<file path="config.mk">
export PLATFORM = sky130hd
export DESIGN_NAME = mem_ctrl_flat
export DESIGN_NICKNAME = d
export VERILOG_FILES = /design/src/rtl/mem_ctrl_if.sv /design/src/rtl/mem_ctrl.sv /design/src/flat_wrapper.sv
export SDC_FILE = /design/constraint.sdc
export NUM_CORES = 1
export LEC_CHECK = 0
export ABC_CLOCK_PERIOD_IN_PS = 4700
export BUFFER_PORTS_ARGS = -buffer_cell sky130_fd_sc_hd__buf_2
export CORE_MARGIN = 1
export CORE_UTILIZATION = 45
export CTS_BUF_LIST = sky130_fd_sc_hd__clkbuf_4
export DETAILED_ROUTE_END_ITERATION = 6
export PLACE_DENSITY = 0.77
export SLEW_MARGIN = 20
export SYNTH_ARGS = -nofsm -noshare
export SYNTH_HDL_FRONTEND = slang
export SYNTH_SLANG_ARGS = --single-unit
</file>
<file path="constraint.sdc">
create_clock -name clk -period 4.7 [get_ports clk]
set_input_delay 1.41 -clock clk [delete_from_list [all_inputs] [get_ports clk]]
set_output_delay 1.41 -clock clk [all_outputs]
set_load 0.02 [all_outputs]
</file>
<file path="src/rtl/mem_ctrl_if.sv">
// Request/response and memory bus bundle for mem_ctrl.
//   req_*  : requester -> controller request handshake (valid/ready)
//   rsp_*  : controller -> requester response handshake (valid/ready)
//   mem_*  : controller <-> single-port memory with one-cycle read latency
// Modports:
//   slave  : the controller side (accepts requests, drives the memory)
//   master : the requester/memory side (test environment or system)
interface mem_ctrl_if #(
  parameter int ADDR_W = 14,
  parameter int DATA_W = 10
);
  logic              req_valid;
  logic              req_ready;
  logic              req_we;
  logic [ADDR_W-1:0] req_addr;
  logic [DATA_W-1:0] req_wdata;
  logic              rsp_valid;
  logic              rsp_ready;
  logic [DATA_W-1:0] rsp_rdata;
  logic              rsp_err;
  logic [ADDR_W-1:0] mem_addr;
  logic              mem_write;
  logic [DATA_W-1:0] mem_wdata;
  logic              mem_read;
  logic [DATA_W-1:0] mem_rdata;

  modport slave (
    input  req_valid, req_we, req_addr, req_wdata, rsp_ready, mem_rdata,
    output req_ready, rsp_valid, rsp_rdata, rsp_err,
           mem_addr, mem_write, mem_wdata, mem_read
  );

  modport master (
    output req_valid, req_we, req_addr, req_wdata, rsp_ready, mem_rdata,
    input  req_ready, rsp_valid, rsp_rdata, rsp_err,
           mem_addr, mem_write, mem_wdata, mem_read
  );
endinterface

</file>
<file path="src/rtl/mem_ctrl.sv">
// Single-outstanding memory controller with a read-only upper region.
// Requests are accepted one at a time, issued to a memory with one-cycle
// read latency, and answered through a response handshake. Writes to the
// ROM half (address MSB = 1) are rejected, flagged and counted.
// Ports:
//   clk     : clock, rising-edge
//   rst     : asynchronous active-high reset
//   bus     : mem_ctrl_if.slave (request, response and memory signals)
//   err_cnt : saturating count of rejected ROM writes
module mem_ctrl #(
  parameter int ADDR_W   = 14,
  parameter int DATA_W   = 10,
  parameter int ERRCNT_W = 8
) (
  input  logic                clk,
  input  logic                rst,
  mem_ctrl_if.slave           bus,
  output logic [ERRCNT_W-1:0] err_cnt
);

  typedef enum logic [1:0] {IDLE, ISSUE, CAPTURE, RSP} state_t;

  state_t              state_q;
  logic                we_q;
  logic [ADDR_W-1:0]   addr_q;
  logic [DATA_W-1:0]   wdata_q;
  logic [DATA_W-1:0]   rdata_q;
  logic                err_q;
  logic [ERRCNT_W-1:0] cnt_q;
  logic [ERRCNT_W-1:0] cnt_d;
  logic                rom_sel;

  assign rom_sel = addr_q[ADDR_W-1];

  // Saturating increment: stays at all-ones once reached.
  assign cnt_d = (cnt_q == {ERRCNT_W{1'b1}}) ? cnt_q : cnt_q + 1'b1;

  always_ff @(posedge clk or posedge rst) begin
    if (rst) begin
      state_q <= IDLE;
      we_q    <= 1'b0;
      addr_q  <= '0;
      wdata_q <= '0;
      rdata_q <= '0;
      err_q   <= 1'b0;
      cnt_q   <= '0;
    end else begin
      case (state_q)
        IDLE: begin
          if (bus.req_valid) begin
            we_q    <= bus.req_we;
            addr_q  <= bus.req_addr;
            wdata_q <= bus.req_wdata;
            state_q <= ISSUE;
          end
        end
        ISSUE: begin
          if (!we_q) begin
            err_q   <= 1'b0;
            state_q <= CAPTURE;
          end else begin
            // Write response carries no data; ROM writes are flagged.
            rdata_q <= '0;
            err_q   <= rom_sel;
            if (rom_sel) begin
              cnt_q <= cnt_d;
            end
            state_q <= RSP;
          end
        end
        CAPTURE: begin
          rdata_q <= bus.mem_rdata;
          state_q <= RSP;
        end
        RSP: begin
          if (bus.rsp_ready) begin
            state_q <= IDLE;
          end
        end
        default: state_q <= IDLE;
      endcase
    end
  end

  // Handshake flags and strobes come from registered state only.
  assign bus.req_ready = (state_q == IDLE);
  assign bus.rsp_valid = (state_q == RSP);
  assign bus.mem_read  = (state_q == ISSUE) && !we_q;
  assign bus.mem_write = (state_q == ISSUE) && we_q && !rom_sel;
  assign bus.rsp_rdata = rdata_q;
  assign bus.rsp_err   = err_q;
  assign bus.mem_addr  = addr_q;
  assign bus.mem_wdata = wdata_q;
  assign err_cnt       = cnt_q;

endmodule

</file>
<file path="src/flat_wrapper.sv">
// flat-port wrapper written by rule: the top's interface ports become plain ports
module mem_ctrl_flat 
#(
  parameter int ADDR_W   = 14,
  parameter int DATA_W   = 10,
  parameter int ERRCNT_W = 8
)
  (clk, rst, err_cnt, bus_req_valid, bus_req_we, bus_req_addr, bus_req_wdata, bus_rsp_ready, bus_mem_rdata, bus_req_ready, bus_rsp_valid, bus_rsp_rdata, bus_rsp_err, bus_mem_addr, bus_mem_write, bus_mem_wdata, bus_mem_read);
  mem_ctrl_if #(.ADDR_W(ADDR_W), .DATA_W(DATA_W)) bus_i ();
  input  logic clk;
  input  logic rst;
  output logic [ERRCNT_W-1:0] err_cnt;
  input wire logic [$bits(bus_i.req_valid)-1:0] bus_req_valid;
  input wire logic [$bits(bus_i.req_we)-1:0] bus_req_we;
  input wire logic [$bits(bus_i.req_addr)-1:0] bus_req_addr;
  input wire logic [$bits(bus_i.req_wdata)-1:0] bus_req_wdata;
  input wire logic [$bits(bus_i.rsp_ready)-1:0] bus_rsp_ready;
  input wire logic [$bits(bus_i.mem_rdata)-1:0] bus_mem_rdata;
  output wire logic [$bits(bus_i.req_ready)-1:0] bus_req_ready;
  output wire logic [$bits(bus_i.rsp_valid)-1:0] bus_rsp_valid;
  output wire logic [$bits(bus_i.rsp_rdata)-1:0] bus_rsp_rdata;
  output wire logic [$bits(bus_i.rsp_err)-1:0] bus_rsp_err;
  output wire logic [$bits(bus_i.mem_addr)-1:0] bus_mem_addr;
  output wire logic [$bits(bus_i.mem_write)-1:0] bus_mem_write;
  output wire logic [$bits(bus_i.mem_wdata)-1:0] bus_mem_wdata;
  output wire logic [$bits(bus_i.mem_read)-1:0] bus_mem_read;
  assign bus_i.req_valid = bus_req_valid;
  assign bus_i.req_we = bus_req_we;
  assign bus_i.req_addr = bus_req_addr;
  assign bus_i.req_wdata = bus_req_wdata;
  assign bus_i.rsp_ready = bus_rsp_ready;
  assign bus_i.mem_rdata = bus_mem_rdata;
  assign bus_req_ready = bus_i.req_ready;
  assign bus_rsp_valid = bus_i.rsp_valid;
  assign bus_rsp_rdata = bus_i.rsp_rdata;
  assign bus_rsp_err = bus_i.rsp_err;
  assign bus_mem_addr = bus_i.mem_addr;
  assign bus_mem_write = bus_i.mem_write;
  assign bus_mem_wdata = bus_i.mem_wdata;
  assign bus_mem_read = bus_i.mem_read;
  mem_ctrl #(.ADDR_W(ADDR_W), .DATA_W(DATA_W), .ERRCNT_W(ERRCNT_W)) u_core (.clk(clk), .rst(rst), .bus(bus_i), .err_cnt(err_cnt));
endmodule
</file>
==> out/metrics.cfg, run 1 <==
[synthesis]
synth_fp_nets=179
synth_adder_area_share=0.03283
synth_seq_cells=46
yosysSeqAreaShare=0.6041
netlist_area_um2=1906
ys_types=31
synth_top_area_cell=dfrtp_1
synth_cells=135
synth_xor_area_frac=0.01379
ys_top_cells_by_area=dfrtp_1 (60%), mux2_2 (16%), a22o_1 (4.6%)
synth_top_family_by_area=multiplexers
synth_mux_area_frac=0.1707
synth-compound-area-share=0.09455
yosysWarningCount=0
yosys.area_share.simple=0.06435
avgSynthCellArea_um2=14.12
netlist.area_leader.share=0.6041

[route]
dr.pass1.iters=4
wl_met1_mm=1.598
wl_met3_um=210
drt-initial-drc-count=43
highest_layer=met4
drc_errors=0
antenna_left=0
vias_per_cell=4.982
num_vias=1370
post_drt_wl_per_cell_um=12.82
routed_wl_mm=3.525
dr_wl_met2_mm=1.644

[worst_setup_path]
arrival_ns=1.63
start_kind=register
crit_fanout=5
critPathKind=reg -> out
setup.worst_path.end_class=output port
reg2reg_depth=4
crit_required_ns=3.29

[sta]
drv_slew=0
worst_slew_pin_slew_ns=0.9768
hold_violations=0
rsz0062_at_grt=no
finalSetupTns_ns=0
setup_viol=0
fmax_mhz=329.2
fin_skew_ns=0.005118
final.min_clock_period_ns=3.038
finalCritPeriodShare=0.6464
maxSlewHeadroom=0.3472

[die]
coreArea_um2=4029
ios=86
die_width_um=67.08
dieArea_um2=4499
die_h_um=67.08
start_util=0.4730
num_rows=23

[layout]
areaGrowthSynthToFinish_pct=28.89
n_antenna_cell=0
nNetsFinal=268
fillCellCount=348
final_common_cell=buf_2
most-common-layout-cells=buf_2 (85), dfrtp_1 (46), mux2_2 (27), a22o_1 (10)
drive_gt1_frac=0.5467

[power_and_ir_drop]
clkPwrFrac=0.138
cellPowerDensity_nw_per_um2=685.2
combPwrFrac=0.465
power.net_switching_mw=0.6697
seq_power_share=0.397
total_power_mw=1.683
power_switching_share=0.3979
p_leak_nw=1.285
vdd_drop_max_uv=393.0
internal-power_mw=1.013

[clocking]
cts_setup_buffers=0
cts_hold_buf=0
clkLatencyLatePin_ns=0.35
cts_buffer_depth=2
numCtsBuffers=5
cts_resized=0
cts.clk_slew.worst_paths_ns=0.13
htreeDepth=2
cts_tree=built
cts.sinks=46
root_buffer=clkbuf_4

[global_routing]
grt_pass1_wl_mm=5.361
overflow=0
grt_antenna_before_repair=0
grt_max_degree=47
first_global_vias=1221
grt_usage=0.1628

[place]
gp_congestion=0.7361
place_hpwl_mm=2.579
port-buffer-count=85

[status]
status=complete, no violations

[hold_path]
hp-class=reg -> reg
min_path_cells=1

[job]
cap_viol_max_count=0

[cell usage after synthesis]
| cell | instances |
|---|---|
| nand3_1 | 3 |
| a21o_1 | 2 |
| nand2_1 | 3 |
| nor4b_2 | 1 |
| or3_1 | 1 |
| o21ai_0 | 1 |
| and3_1 | 1 |
| mux2i_1 | 1 |
| and2_1 | 2 |
| nor3_1 | 1 |
| o31ai_1 | 2 |
| a211oi_1 | 3 |
| xor2_1 | 2 |
| nand2b_1 | 2 |
| mux2_1 | 1 |
| nand3_2 | 1 |
| a22o_1 | 10 |
| o21ai_1 | 1 |
| a21boi_0 | 1 |
| and4_1 | 1 |
| buf_2 | 3 |
| inv_1 | 6 |
| o21bai_1 | 1 |
| xnor2_1 | 1 |
| a31oi_1 | 1 |
| nor2_1 | 2 |
| nor2b_1 | 2 |
| ha_1 | 5 |
| a2111oi_0 | 1 |
| mux2_2 | 27 |
| dfrtp_1 | 46 |
[critical path, stage by stage, from the launching register on]
cell and delay (ns):
dfrtp_1 0.45, inv_1 0.09, ha_1 0.23, and2_1 0.20
nor2b_1 0.13, buf_2 0.16
[worst paths after layout]
check | slack, ns | endpoint | start
max | 1.66 | bus_mem_write | u_core.state_q[1]$_DFFE_PP0P_
min | 0.51 | u_core.bus.rsp_rdata[1]$_DFFE_PP0P_ | u_core.bus.rsp_rdata[1]$_DFFE_PP0P_
max reg2reg | 2.64 | u_core.bus.mem_addr[11]$_DFFE_PP0P_ | u_core.state_q[0]$_DFFE_PP0P_
min reg2reg | 0.51 | u_core.bus.rsp_rdata[1]$_DFFE_PP0P_ | u_core.bus.rsp_rdata[1]$_DFFE_PP0P_
max in group asynchronous | 2.89 | u_core.err_cnt[4]$_DFFE_PP0P_ | rst
min in group asynchronous | 1.24 | u_core.bus.mem_wdata[6]$_DFFE_PP0P_ | rst
[cells by family (layout without fill, tap and decap cells)]
| logic type | count (synthesis) | after routing |
|---|---|---|
| fa+ha+maj | 5 | 5 |
| xor+xnor | 3 | 3 |
| flops | 46 | 46 |
| compound gates | 23 | 23 |
| buf+inv | 9 | 99 |
| mux | 29 | 29 |
| simple gates | 20 | 20 |
[metrics by stage]
step	util	hold slack, ns	instances	worst slack, ns	instance area, um2
final	0.6096	0.5096	275	1.662	2456
after detailed placement	0.5904	0.4787	267	1.876	2379
after global routing	0.6096	0.5207	275	1.541	2456
after global placement	0.5904	0.4830	267	1.900	2379
after floorplan	-	0.5055	135	2.101	1906
after CTS	0.6096	0.5140	275	1.619	2456
[cell type report]
type                       instances  area [um2]  area share
inverter                           6       22.52    0.009170
clock inverter                     3       40.04     0.01630
sequential                        46        1151      0.4687
tap                               50       62.56     0.02547
multi-input combinational         80       716.9      0.2919
timing repair buffer              85       425.4      0.1732
clock buffer                       5       37.54     0.01528
[metal layers]
layer,global-route usage,vias up
li1,-,669
met1,0.2129,643
met2,0.2450,50
met3,0.05651,8
met4,0.06383,0
met5,0,-
[registers in the layout, indices dropped and copies added (netlist names)]
name,flops
u_core.bus.rsp_rdata,10
u_core.we_q,1
u_core.state_q,2
u_core.bus.rsp_err,1
u_core.bus.mem_wdata,10
u_core.err_cnt,8
u_core.bus.mem_addr,14
[power groups by stage]
stage | logic [mW] | registers, mW | clock network (mW)
finish | 0.783 | 0.668 | 0.231
global route | 0.854 | 0.690 | 0.255
CTS | 0.797 | 0.669 | 0.242
detailed placement | 0.794 | 0.677 | 0
global placement | 0.783 | 0.672 | 0
floorplan | 0.349 | 0.872 | 0
Power figures use the tool's default switching activity.
==> run 2: changes to the inputs <==
Settings changed: ABC_CLOCK_PERIOD_IN_PS 4700 to 2700, CORE_UTILIZATION 45 to 43.
Clock period 4.7 ns to 2.7 ns, I/O delays scaled along.
==> run 2 against run 1 <==
Against the previous run:
- worst hold slack got worse by 0.15 ns
- sequential power increased by 75%
- clock skew increased by 0.0020 ns
- global-route usage increased by 0.97 points
- critical path depth unchanged
- via count increased by 3.2%
- setup slack got worse by 1.4 ns
- count of clock-buffer cells in the layout unchanged
- clock power increased by 120%
- register-to-register slack got worse by 1.7 ns
- routed wire length increased by 12%
- critical path type unchanged
- critical endpoint unchanged
- largest cell class unchanged
- highest routed layer unchanged
==> out/metrics.cfg, run 2 (same netlist as run 1, synthesis figures left out) <==
[global_routing]
first_global_vias=1261  ; +3.3%
overflow=0  ; unchanged
grt_pass1_wl_mm=5.727  ; +6.8%
grt_max_degree=20  ; -57%
grt_antenna_before_repair=0  ; unchanged
grt_usage=0.1724  ; +0.009673

[route]
antenna_left=0  ; unchanged
vias_per_cell=5.086  ; +2.1%
dr.pass1.iters=4  ; unchanged
drc_errors=0  ; unchanged
num_vias=1414  ; +3.2%
drt-initial-drc-count=76  ; +77%
post_drt_wl_per_cell_um=14.16  ; +10%
routed_wl_mm=3.936  ; +12%

[clocking]
htreeDepth=2  ; unchanged
cts.clk_slew.worst_paths_ns=0.14  ; about the same
root_buffer=clkbuf_4
cts_buffer_depth=2  ; unchanged
clkLatencyLatePin_ns=0.36  ; about the same
numCtsBuffers=5  ; unchanged
cts_tree=built
cts.sinks=46  ; unchanged
cts_resized=0  ; unchanged
cts_setup_buffers=0  ; unchanged
cts_hold_buf=0  ; unchanged

[sta]
fmax_mhz=407.4
final.min_clock_period_ns=2.454
maxSlewHeadroom=0.5683  ; +0.2210
finalSetupTns_ns=0  ; unchanged
rsz0062_at_grt=no
fin_skew_ns=0.007133  ; +0.002015 ns
worst_slew_pin_slew_ns=0.6433  ; -0.3335 ns
drv_slew=0  ; unchanged
setup_viol=0  ; unchanged
finalWorstSetupSlack_ns=0.2456  ; -1.416 ns
hold_violations=0  ; unchanged
finalCritPeriodShare=0.9090

[hold_path]
hp-class=in -> async

[die]
die_h_um=68.57  ; +2.2%
coreArea_um2=4115  ; +2.1%
num_rows=23  ; unchanged
start_util=0.4631  ; -0.009923
die_width_um=68.57  ; +2.2%
ios=86  ; unchanged
dieArea_um2=4702  ; +4.5%

[power_and_ir_drop]
p_leak_nw=1.315  ; +2.4%
clkPwrFrac=0.166  ; +0.028
seq_power_share=0.380  ; -0.017
internal-power_mw=1.877  ; +85%
power.net_switching_mw=1.200  ; +79%
power_switching_share=0.3899  ; -0.008019
vdd_drop_max_uv=586.6  ; +49%
cellPowerDensity_nw_per_um2=1221  ; +78%
combPwrFrac=0.454  ; -0.011
total_power_mw=3.077  ; +83%

[layout]
largest_reg_flops=14  ; unchanged
layout.cells.non_filler=278  ; +1.1%
final_common_cell=buf_2
n_antenna_cell=0  ; unchanged
nNetsFinal=271  ; +1.1%
areaGrowthSynthToFinish_pct=32.24
most-common-layout-cells=buf_2 (85), dfrtp_1 (46), mux2_2 (27), a22o_1 (10)
drive_gt1_frac=0.5526  ; +0.005965

[status]
status=complete, no violations

[place]
dp.cells=270  ; +1.1%
place_hpwl_mm=3.024  ; +17%
place_ws_ns=0.6499  ; -1.226 ns
gp_congestion=0.7602  ; +3.3%
port-buffer-count=85  ; unchanged

[worst_setup_path]
crit_fanout=5  ; unchanged
reg2reg_depth=5  ; +1
crit_required_ns=1.89  ; -1.40 ns
critPathKind=reg -> out
setup.worst_path.end_class=output port
arrival_ns=1.64  ; about the same
rrSetupSlack_ns=0.90  ; -1.74 ns
r2r-end=u_core.bus.mem_wdata[8]$_DFFE_PP0P_
rr_startpoint=u_core.state_q[0]$_DFFE_PP0P_
start_kind=register

[job]
cap_viol_max_count=0  ; unchanged

run 2: worst max-delay path by stage:
stage                                        startpoint       endpoint  slack [ns]  cells after the start
after floorplan           u_core.state_q[1]$_DFFE_PP0P_  bus_mem_write        0.70                      4
after global placement    u_core.state_q[1]$_DFFE_PP0P_  bus_mem_write        0.70                      5
after detailed placement  u_core.state_q[1]$_DFFE_PP0P_  bus_mem_write        0.65                      5
after CTS                 u_core.state_q[1]$_DFFE_PP0P_  bus_mem_write        0.23                      5
after global routing      u_core.state_q[1]$_DFFE_PP0P_  bus_mem_write        0.16                      5
final                     u_core.state_q[1]$_DFFE_PP0P_  bus_mem_write        0.25                      5
run 2: stage by stage:
| step | instance area [um2] | hold WS (ns) | util |
|---|---|---|---|
| 2_1_floorplan | 1906 | 0.5055 | - |
| 3_3_place_gp | 2414 | 0.4822 | 0.5865 |
| 3_5_place_dp | 2414 | 0.4797 | 0.5865 |
| 4_1_cts | 2520 | 0.3650 | 0.6123 |
| 5_1_grt | 2520 | 0.3617 | 0.6123 |
| 6_report | 2520 | 0.3598 | 0.6123 |
run 2: final cells by class:
type                       count  area (um2)
timing repair buffer          88       460.4
fill                         343        1595
multi-input combinational     80       716.9
sequential                    46        1151
tap                           50       62.56
clock buffer                   5       37.54
clock inverter                 3       68.82
inverter                       6       22.52
run 2: routing by layer:
metal  part of all wire  track usage  up-vias
li1                   -            -      672
met1               0.41       0.2006      687
met2               0.51       0.2892       50
met3              0.062      0.04934        5
met4              0.017      0.08594        0
met5                  0            0        -
run 2: power groups by stage:
stage               registers, mW  logic [mW]  clock network [mW]
global placement             1.17        1.39                   0
CTS                          1.17        1.42               0.527
floorplan                    1.52       0.607                   0
detailed placement           1.19        1.41                   0
finish                       1.17        1.40               0.512
global route                 1.20        1.52               0.553
run 2: critical path: stages (launching register included):
cell and delay [ns]:
dfrtp_1 0.45, inv_1 0.10, ha_1 0.23, and2_1 0.21, nor2b_1 0.13, buf_2 0.16
